==> src/rtl/seq_borrow_skip_subtractor_if.sv <==
// Operand/result handshake bundle for the borrow-skip subtractor.
// slave = subtractor side, master = producer/consumer side.
interface seq_borrow_skip_subtractor_if #(
    parameter int WIDTH = 16
);
    logic             in_valid;
    logic             in_ready;
    logic [WIDTH-1:0] a;
    logic [WIDTH-1:0] b;
    logic             bin;
    logic             out_valid;
    logic             out_ready;
    logic [WIDTH-1:0] diff;
    logic             bout;
    logic             overflow;

    modport slave (
        input  in_valid, a, b, bin, out_ready,
        output in_ready, out_valid, diff, bout, overflow
    );

    modport master (
        output in_valid, a, b, bin, out_ready,
        input  in_ready, out_valid, diff, bout, overflow
    );
endinterface

==> src/rtl/seq_borrow_skip_subtractor.sv <==
// Multi-cycle borrow-skip subtractor: diff = a - b - bin, one 4-bit block per clock.
// Optional macro SKIP_STATS_EN adds skip_cnt, the number of blocks that took the skip path.
module seq_borrow_skip_subtractor #(
    parameter int WIDTH = 16
) (
    input  logic clk,
    input  logic rst,
    seq_borrow_skip_subtractor_if.slave bus
`ifdef SKIP_STATS_EN
    ,
    output logic [$clog2(WIDTH/4+1)-1:0] skip_cnt
`endif
);
    localparam int NBLK = WIDTH / 4;
    localparam int IW   = (NBLK > 1) ? $clog2(NBLK) : 1;

    typedef enum logic [1:0] {
        IDLE,
        CALC,
        DONE
    } state_t;

    state_t           state;
    logic [IW-1:0]    idx;
    logic [WIDTH-1:0] a_r;
    logic [WIDTH-1:0] b_r;
    logic             brw;
    logic [WIDTH-1:0] diff_r;
    logic             bout_r;
    logic             ovf_r;
    logic             valid_r;

    logic [3:0]       ab;
    logic [3:0]       bb;
    logic [3:0]       d;
    logic             br;
    logic             p;
    logic             blk_bout;

    assign bus.in_ready  = (state == IDLE);
    assign bus.out_valid = valid_r;
    assign bus.diff      = diff_r;
    assign bus.bout      = bout_r;
    assign bus.overflow  = ovf_r;

    // Current block: rippled difference bits plus skip-path borrow-out
    always_comb begin
        ab = a_r[idx*4 +: 4];
        bb = b_r[idx*4 +: 4];
        br = brw;
        d  = '0;
        for (int k = 0; k < 4; k++) begin
            d[k] = ab[k] ^ bb[k] ^ br;
            br   = (~ab[k] & bb[k]) | (~(ab[k] ^ bb[k]) & br);
        end
        p        = &(~(ab ^ bb));
        blk_bout = p ? brw : br;
    end

    // Control FSM and all registered results
    always_ff @(posedge clk) begin
        if (rst) begin
            state   <= IDLE;
            idx     <= '0;
            a_r     <= '0;
            b_r     <= '0;
            brw     <= 1'b0;
            diff_r  <= '0;
            bout_r  <= 1'b0;
            ovf_r   <= 1'b0;
            valid_r <= 1'b0;
`ifdef SKIP_STATS_EN
            skip_cnt <= '0;
`endif
        end else begin
            unique case (state)
                IDLE: begin
                    if (bus.in_valid) begin
                        a_r    <= bus.a;
                        b_r    <= bus.b;
                        brw    <= bus.bin;
                        diff_r <= '0;
                        idx    <= '0;
`ifdef SKIP_STATS_EN
                        skip_cnt <= '0;
`endif
                        state  <= CALC;
                    end
                end
                CALC: begin
                    diff_r[idx*4 +: 4] <= d;
                    brw <= blk_bout;
                    idx <= idx + 1'b1;
`ifdef SKIP_STATS_EN
                    skip_cnt <= skip_cnt + {{($bits(skip_cnt)-1){1'b0}}, p};
`endif
                    if (idx == IW'(NBLK - 1)) begin
                        bout_r  <= blk_bout;
                        ovf_r   <= (a_r[WIDTH-1] != b_r[WIDTH-1]) &&
                                   (d[3] != a_r[WIDTH-1]);
                        valid_r <= 1'b1;
                        state   <= DONE;
                    end
                end
                DONE: begin
                    if (bus.out_ready) begin
                        valid_r <= 1'b0;
                        state   <= IDLE;
                    end
                end
                default: state <= IDLE;
            endcase
        end
    end
endmodule

==> src/flat_wrapper.sv <==
// flat-port wrapper written by rule: the top's interface ports become plain ports
module seq_borrow_skip_subtractor_flat 
#(
    parameter int WIDTH = 16
)
  (clk, rst, bus_in_valid, bus_a, bus_b, bus_bin, bus_out_ready, bus_in_ready, bus_out_valid, bus_diff, bus_bout, bus_overflow);
  seq_borrow_skip_subtractor_if #(.WIDTH(WIDTH)) bus_i ();
  input  logic clk;
  input  logic rst;
  input wire logic [$bits(bus_i.in_valid)-1:0] bus_in_valid;
  input wire logic [$bits(bus_i.a)-1:0] bus_a;
  input wire logic [$bits(bus_i.b)-1:0] bus_b;
  input wire logic [$bits(bus_i.bin)-1:0] bus_bin;
  input wire logic [$bits(bus_i.out_ready)-1:0] bus_out_ready;
  output wire logic [$bits(bus_i.in_ready)-1:0] bus_in_ready;
  output wire logic [$bits(bus_i.out_valid)-1:0] bus_out_valid;
  output wire logic [$bits(bus_i.diff)-1:0] bus_diff;
  output wire logic [$bits(bus_i.bout)-1:0] bus_bout;
  output wire logic [$bits(bus_i.overflow)-1:0] bus_overflow;
  assign bus_i.in_valid = bus_in_valid;
  assign bus_i.a = bus_a;
  assign bus_i.b = bus_b;
  assign bus_i.bin = bus_bin;
  assign bus_i.out_ready = bus_out_ready;
  assign bus_in_ready = bus_i.in_ready;
  assign bus_out_valid = bus_i.out_valid;
  assign bus_diff = bus_i.diff;
  assign bus_bout = bus_i.bout;
  assign bus_overflow = bus_i.overflow;
  seq_borrow_skip_subtractor #(.WIDTH(WIDTH)) u_core (.clk(clk), .rst(rst), .bus(bus_i));
endmodule
==> config.mk <==
export PLATFORM = sky130hd
export DESIGN_NAME = seq_borrow_skip_subtractor_flat
export DESIGN_NICKNAME = d
export VERILOG_FILES = /design/src/rtl/seq_borrow_skip_subtractor_if.sv /design/src/rtl/seq_borrow_skip_subtractor.sv /design/src/flat_wrapper.sv
export SDC_FILE = /design/constraint.sdc
export NUM_CORES = 1
export LEC_CHECK = 0
export ABC_AREA = 0
export CAP_MARGIN = 20
export CORE_MARGIN = 3
export CORE_UTILIZATION = 34
export DETAILED_ROUTE_END_ITERATION = 8
export PLACE_DENSITY_LB_ADDON = 0.15
export SLEW_MARGIN = 30
export SYNTH_ARGS = -nofsm -noshare
export SYNTH_HDL_FRONTEND = slang
export SYNTH_SLANG_ARGS = --single-unit
==> constraint.sdc <==
create_clock -name clk -period 5.4 [get_ports clk]
set_input_delay 0.81 -clock clk [delete_from_list [all_inputs] [get_ports clk]]
set_output_delay 0.81 -clock clk [all_outputs]
set_load 0.02 [all_outputs]
# ---- After elaboration in Yosys (flattened, before gate mapping)
# Cells that the tools add are included.
dict set report totals {
  elab_cells 78
  ff_bits 56
  inputBits 37
  output_inout_bits 20
}
dict set report classes {
  bitwise 30
  shifts 4
  n_eq_ne 8
  mux 15
  reduce_logical 10
  n_addsub 2
}
# cell count
set ops {}
lappend ops {{4-bit negator with 34-bit output} 1}
lappend ops {{4-bit by 34-bit variable shift with 16-bit output (first input constant)} 1}
lappend ops {{4-bit by 34-bit variable part select with 16-bit output} 1}
lappend ops {{16-bit case mux with 2 select lines} 1}
lappend ops {{16-bit by 5-bit variable part select with 4-bit output} 2}
lappend ops {{16-bit bitwise mux} 1}
lappend ops {{16-bit 2-to-1 mux} 1}
lappend ops {{1-bit bitwise AND} 8}
lappend ops {{2-bit 2-to-1 mux} 4}
lappend ops {{1-bit inverter} 8}
lappend ops {{1-bit XOR} 8}
lappend ops {{2-bit case mux with 3 select lines} 1}
lappend ops {{2-bit AND reduction} 3}
lappend ops {{3-bit AND reduction} 2}
lappend ops {{2-bit == test (second input constant)} 2}
lappend ops {{1-bit 2-to-1 mux} 4}
lappend ops {{2-bit inequality test (second input constant)} 2}
lappend ops {{4-bit inverter} 1}
lappend ops {{1-bit OR} 4}
lappend ops {{1-bit case mux with 2 select lines} 2}
lappend ops {{2-bit case mux with 2 select lines} 1}
lappend ops {{4-bit AND reduction} 1}
lappend ops {{2-bit nonzero test} 2}
lappend ops {{4-bit XOR} 1}
lappend ops {{other kinds (6)} 7}

# ---- Longest topological paths before layout
# Gate-level depths: netlist (run 1).
dict set report logic_depth {
  depth_word 13
  depth_mapped 12
  depth_no_buf 11
}

# ---- Worst setup path before layout (run 1)
# OpenSTA, ideal clock, no wires.
dict set report synth_timing {
  path_type {reg-to-reg}
  start {reg u_core.idx[0]}
  end {reg u_core.ovf_r, in the netlist u_core.bus.overflow}
  synth_period_minus_slack_ns 3.211
  arrival_time_ns 3.120
  setup_ns 0.091
  path_slack_ns 2.189
  path_stages_with_launch 13
  cell_sequence {dfxtp_1 buf_4 mux4_2 inv_1 fa_1 inv_1 fa_1 fa_1 inv_1 fa_1 nor3b_1 a21oi_1 a311oi_1}
}
dict set report synth_between {
  elab_chain_cells 12
  word_cells_on_any_way 26
  cone_classes {eq/ne: 2; shift: 2; bitwise: 20; reduce/logical: 2}
}
# item line_no
set synth_lines {}
lappend synth_lines {{start, declared} seq_borrow_skip_subtractor.sv:24} ;# logic [IW-1:0] idx;
lappend synth_lines {{start signal, assigned} seq_borrow_skip_subtractor.sv:93} ;# idx <= idx + 1'b1;
lappend synth_lines {{16-bit by 5-bit variable part select with 4-bit output, on equally long branches} {seq_borrow_skip_subtractor.sv:48, seq_borrow_skip_subtractor.sv:49}}
lappend synth_lines {{1-bit XOR} seq_borrow_skip_subtractor.sv:54} ;# br = (~ab[k] & bb[k]) | (~(ab[k] ^ bb[k]) & br);
lappend synth_lines {{1-bit inverter} seq_borrow_skip_subtractor.sv:54}
lappend synth_lines {{1-bit bitwise AND} seq_borrow_skip_subtractor.sv:54}
lappend synth_lines {{1-bit OR} seq_borrow_skip_subtractor.sv:54}
lappend synth_lines {{1-bit bitwise AND} seq_borrow_skip_subtractor.sv:54}
lappend synth_lines {{1-bit OR} seq_borrow_skip_subtractor.sv:54}
lappend synth_lines {{1-bit bitwise AND} seq_borrow_skip_subtractor.sv:54}
lappend synth_lines {{1-bit OR} seq_borrow_skip_subtractor.sv:54}
lappend synth_lines {{1-bit XOR} seq_borrow_skip_subtractor.sv:53} ;# d[k] = ab[k] ^ bb[k] ^ br;
lappend synth_lines {{1-bit inequality test} seq_borrow_skip_subtractor.sv:100} ;# (d[3] != a_r[WIDTH-1]);
lappend synth_lines {{1-bit logical AND} seq_borrow_skip_subtractor.sv:99} ;# ovf_r <= (a_r[WIDTH-1] != b_r[WIDTH-1]) &&
lappend synth_lines {{end signal, assigned} seq_borrow_skip_subtractor.sv:99}
lappend synth_lines {{end, declared} seq_borrow_skip_subtractor.sv:30} ;# logic ovf_r;
# Parallel ways exist; a longest one is shown, timed or not.
# A chain may end at the register's enable or synchronous reset.

# ---- Worst setup path in the final report (run 1)
# Ends and elaborated chain as after synthesis.

==> impl_metrics.tcl, run 1 <==
set metrics [dict create \
    status "completed" \
    worst_pin_slew_ns 0.829 \
    hold_viol 0 \
    via_per_inst 4.82 \
    start_util_pct 35.7 \
    hp-class "reg -> reg" \
    power_density_nw_per_um2 255 \
    io_pins 57 \
    ys_ff_latch 56 \
    clkTransAtPathRegs_ns 0.09 \
    synth.cells.most_frequent "nand2_1 (65), dfxtp_1 (56), a21oi_1 (49), inv_1 (12)" \
    syn_area_per_cell_um2 9.25 \
    antenna_cells 0 \
    peakVddDrop_v 0.000109 \
    portBuffers 56 \
    design_area_um2 3280 \
    hold_depth 2 \
    whs_endpoint "u_core.a_r[12]" \
    syn_nets 333 \
    critPathRequiredTime_ns 5.60 \
    cp_max_fo 14 \
    drt_iter0_drc 78 \
    synth_area_um2 2630 \
    grt_pass1_vias 2006 \
    core-area_um2 7370 \
    vias 2067 \
    yosysSeqAreaShare_pct 42.7 \
    synth.most_common_cell "nand2_1" \
    cts.path.max_buffers 2 \
    die_area_um2 8820 \
    area_growth_pct 24.9 \
    drv_slew 0 \
    period_needed_ns 3.75 \
    async_reset_ff_share_pct 0 \
    r2r_cells 11 \
    tritoncts "built" \
    cts-root-buf "clkbuf_8" \
    r2r_end "u_core.bus.overflow" \
    finalNonFillerCells 429 \
    post_cts_buffers 0 \
    clk_latency_ns 0.30 \
    fmax_mhz 267 \
    finalCritPeriodShare_pct 69.4 \
    start_kind "flip-flop" \
    ys_types 37 \
    maxCapViolCount 0 \
    cts_sinks 56 \
    numCtsBuffers 5 \
    die_w_um 93.9 \
    worstPathArrival_ns 3.94 \
    setup.worst_path.class "reg -> reg" \
    p_leak_nw 1.15 \
    rsz0062_at_grt "no" \
    drc 0 \
    synthCells 284 \
    holdCritStartpoint "u_core.a_r[12]" \
    antenna_found_initial 0 \
    netlist.area_leader.share_pct 42.7 \
    fin_nets 378 \
    ctsResizeCount 0 \
    wire_per_inst_um 13.9 \
    r2r-start "u_core.idx[0]" \
    grt-ovfl-total 0 \
    drive_above_1_share_pct 7.27 \
    setup_tns_ns 0 \
    reg2reg_slack_ns 1.65 \
    die_h_um 93.9 \
    drt-total-wl_um 5950 \
    rows 31 \
    cts.htree.levels 2 \
    relSlewSlack_pct 44.7 \
    gp_congestion 0.758 \
    dpl-instance-area_um2 3190 \
    hold_buffers 0 \
    dpl.hpwl_um 4380 \
    track_usage_pct 13.8 \
    yosys_warnings 0 \
    synth_top_area_cell "dfxtp_1" \
    crit_path_end_kind "flip-flop" \
    holdWs_ns 0.458 \
    synthTopCellsByArea "dfxtp_1 (43%), a21oi_1 (9.3%), nand2_1 (9.3%)" \
    synth_edf_count 0 \
    drt_pass1_iterations 4 \
    fin_worst_skew_ns 0.0114 \
    synthFlopType "dfxtp_1" \
    grt_pass1_wl_um 9730 \
    drtAntennaViolNets 0 \
    dp_cells 421 \
    setup-violations-final 0 \
    grt_max_degree 34 \
]
==> kinds of logic (layout without fill, tap and decap cells) <==
kind of cell | after synthesis | count (layout) | synth area share (%)
AO/OA/AOI/OAI | 71 | 71 | 15.4
adder cells (fa/ha/maj) | 12 | 12 | 6.86
buffers and inverters | 32 | 78 | 6.86
flip-flops | 56 | 56 | 42.7
multiplexers | 15 | 15 | 9.67
AND/OR/NAND/NOR | 98 | 98 | 18.6
==> how the worst max path moves through the flow <==
stage / from / endpoint / slack [ns] / depth (start not counted)
global placement: u_core.idx[0] / u_core.bus.overflow / 1.80 / 11
floorplan: u_core.idx[0] / u_core.bus.overflow / 2.19 / 12
finish: u_core.idx[0] / u_core.bus.overflow / 1.65 / 11
CTS: u_core.idx[0] / u_core.bus.overflow / 1.62 / 11
detailed placement: u_core.idx[0] / u_core.bus.overflow / 1.66 / 11
global route: u_core.idx[0] / u_core.bus.overflow / 1.42 / 11
==> registers in the layout, summed over array words and instances, names as in the netlist <==
signal and flops:
u_core.bus.diff 16, u_core.idx 2, u_core.a_r 16, u_core.bus.out_valid 1, u_core.b_r 16, u_core.bus.overflow 1, u_core.bus.bout 1, u_core.brw 1
u_core.state 2
==> cells in the final DEF (no fill, tap or decap), drive strengths merged, types with 4 or more instances in the layout <==
| master | synthesis | final |
|---|---|---|
| a21oi | 49 | 49 |
| clkdlybuf4s50 | 0 | 56 |
| ha | 8 | 8 |
| fa | 4 | 4 |
| nand2 | 65 | 65 |
| clkbuf | 7 | 8 |
| dfxtp | 56 | 56 |
| o2bb2ai | 4 | 4 |
| nor3b | 4 | 4 |
| a22o | 4 | 4 |
| nor2b | 4 | 4 |
| o21ai | 8 | 8 |
| mux2i | 4 | 4 |
| nand3 | 4 | 4 |
| nor2 | 5 | 5 |
| inv | 12 | 12 |
| mux4 | 8 | 8 |
| nand3b | 6 | 6 |
==> power by group <==
part	total (W)	switching (W)	internal (W)	leakage, nW
clock	0.000231	0.000126	0.000105	0.0455
sequential	0.000449	0.0000178	0.000431	0.457
combinational	0.000157	0.0000780	0.0000787	0.650
total	0.000836	0.000222	0.000614	1.15
==> metal layers <==
layer | global-route usage (%) | vias up | wire length, µm
li1 | - | 1064 | -
met3 | 2.88 | 5 | 264
met4 | 3.85 | 0 | 46
met1 | 19.1 | 950 | 2920
met2 | 21.9 | 48 | 2720
met5 | 0 | - | 0
==> cell type report <==
class	instances	area, µm²
Clock buffer	8	90.1
Fill cell	758	4090
Inverter	12	45.0
Multi-Input combinational cell	196	1330
Sequential cell	56	1120
Tap cell	99	124
Timing Repair Buffer	58	576
==> critical path, cell delays in order, from the launching register on <==
cell,delay [ns]
dfxtp_1,0.80
mux4_2,0.59
inv_1,0.11
fa_1,0.18
inv_1,0.05
fa_1,0.38
fa_1,0.37
inv_1,0.07
fa_1,0.51
nor3b_1,0.23
a21oi_1,0.07
a311oi_1,0.27
==> metrics by stage <==
step	total power, W	utilization [%]	setup WS (ns)
4_1_cts	0.000847	44.5	1.62
5_1_grt	0.000881	44.5	1.42
6_report	0.000836	44.5	1.65
3_3_place_gp	0.000614	43.3	1.80
2_1_floorplan	0.000558	-	2.19
3_5_place_dp	0.000617	43.3	1.66
Note: power is estimated with default switching activity, not from simulation.
==> inputs of run 2 (changes only) <==
Clock period 5.4 ns to 3.4 ns, I/O delays scaled along.
==> run 2 against run 1 <==
First-iteration DRC count stayed put; sequential share of layout area decreased by 0.90 points; power is 77% higher; largest cell class unchanged; highest routed layer unchanged.
==> impl_metrics.tcl, run 2 (synthesized netlist as in run 1, its figures left out) <==
set metrics [dict create \
    setup.worst_path.class "reg -> reg" \
    dpl.hpwl_um 4300 \
    cts.htree.levels 2 \
    drtAntennaViolNets 0 \
    cp_top_family "adder cells" \
    reg2reg_slack_ns 0.20 \
    fmax_mhz 312 \
    io_pins 57 \
    cp_max_fo 6 \
    grt-ovfl-total 0 \
    hold_buffers 0 \
    die_h_um 93.9 \
    crit_buf_inv 3 \
    hp-class "reg -> reg" \
    power_density_nw_per_um2 439 \
    vias 2093 \
    portBuffers 56 \
    cts-root-buf "clkbuf_8" \
    relSlewSlack_pct 55.0 \
    holdCritStartpoint "u_core.b_r[2]" \
    fin_worst_skew_ns 0.00923 \
    maxCapViolCount 0 \
    p_leak_nw 1.20 \
    drt_pass1_iterations 4 \
    layout_setup_ws_ns 0.197 \
    antenna_found_initial 0 \
    drv_slew 0 \
    place_ws_ns 0.201 \
    gp_congestion 0.762 \
    hold_depth 2 \
    total_power_w 0.00148 \
    final_common_cell "nand2_1" \
    worst_pin_slew_ns 0.675 \
    hold_viol 0 \
    post_cts_buffers 0 \
    final_util_pct 45.7 \
    cts_sinks 56 \
    final_cell_mix "nand2_1 (65), clkdlybuf4s50_1 (56), dfxtp_1 (56)" \
    r2r_end "u_core.bus.overflow" \
    via_per_inst 4.82 \
    drt_iter0_drc 78 \
    cts.path.max_buffers 2 \
    r2r-start "u_core.idx[0]" \
    status "completed" \
    drc 0 \
    die_w_um 93.9 \
    r2r_cells 11 \
    drt-total-wl_um 5960 \
    setup-violations-final 0 \
    finalNonFillerCells 434 \
    ctsResizeCount 0 \
    numCtsBuffers 5 \
    grt_max_degree 51 \
    rows 31 \
    wire_per_inst_um 13.7 \
    critPathRequiredTime_ns 3.62 \
    max_stage_delay_ns 0.51 \
    period_needed_ns 3.20 \
    critPathSlowestCell "mux4_2" \
    clk_latency_ns 0.31 \
    antenna_cells 0 \
    clkTransAtPathRegs_ns 0.10 \
    core-area_um2 7370 \
    rsz0062_at_grt "no" \
    path_cells "mux4_2 -> inv_1 -> fa_1 -> inv_1 -> fa_1 -> fa_1 -> inv_1 -> fa_1 -> nor3b_1 -> a21oi_1 -> a311oi_1" \
    tritoncts "built" \
    crit_path_end_kind "flip-flop" \
    worstPathArrival_ns 3.42 \
    setup_tns_ns 0 \
    grt_pass1_vias 2021 \
    finalCritPeriodShare_pct 94.2 \
    path_common_cell "fa_1" \
    fin_nets 383 \
    track_usage_pct 14.3 \
    drive_above_1_share_pct 9.25 \
    num-fill-cells 749 \
    peakVddDrop_v 0.000170 \
    area_growth_pct 28.3 \
    die_area_um2 8820 \
    dp_cells 426 \
    grt_pass1_wl_um 10100 \
    whs_endpoint "u_core.b_r[2]" \
    start_util_pct 35.7 \
    start_kind "flip-flop" \
]
-- run 2: worst register-to-register path, cell delays in order, from the launching register on --
cell      delay [ns]
dfxtp_1         0.38
mux4_2          0.51
inv_1           0.11
fa_1            0.18
inv_1           0.06
fa_1            0.37
fa_1            0.36
inv_1           0.07
fa_1            0.51
nor3b_1         0.22
a21oi_1         0.06
a311oi_1        0.28
-- run 2: report_power, final --
group	switching (W)	internal [W]	total, W
clock network	0.000220	0.000296	0.000516
logic	0.000133	0.000128	0.000261
registers	0.0000189	0.000684	0.000703
-- run 2: cell type report --
cell class,count,area [µm²],share of cell area [%]
tap,99,124,3.67
multi-input combinational,196,1330,39.3
sequential,56,1120,33.3
inverter,12,45.0,1.34
clock buffer,5,68.8,2.04
clock inverter,3,68.8,2.04
timing repair buffer,63,617,18.3
-- run 2: worst max-delay path by stage --
| stage | endpoint | cells after the start | slack, ns | startpoint |
|---|---|---|---|---|
| CTS | u_core.bus.overflow | 11 | 0.14 | u_core.idx[0] |
| global route | u_core.bus.overflow | 11 | 0.03 | u_core.idx[0] |
| finish | u_core.bus.overflow | 11 | 0.20 | u_core.idx[0] |
| detailed placement | u_core.bus.overflow | 9 | 0.20 | u_core.idx[0] |
| floorplan | u_core.bus.overflow | 12 | 0.19 | u_core.idx[0] |
| global placement | u_core.bus.overflow | 9 | 0.27 | u_core.idx[0] |
-- run 2: layer usage --
| metal | vias up | global-route usage, % | part of all wire [%] |
|---|---|---|---|
| met4 | 0 | 3.97 | 0.82 |
| li1 | 1073 | - | - |
| met1 | 971 | 19.7 | 48 |
| met5 | - | 0 | 0 |
| met2 | 45 | 22.7 | 47 |
| met3 | 4 | 3.13 | 4.3 |
-- run 2: metrics by stage --
stage	instance area (µm²)	hold slack [ns]
global placement	3230	0.445
global route	3370	0.485
finish	3370	0.458
CTS	3370	0.461
detailed placement	3230	0.446
floorplan	2630	0.433
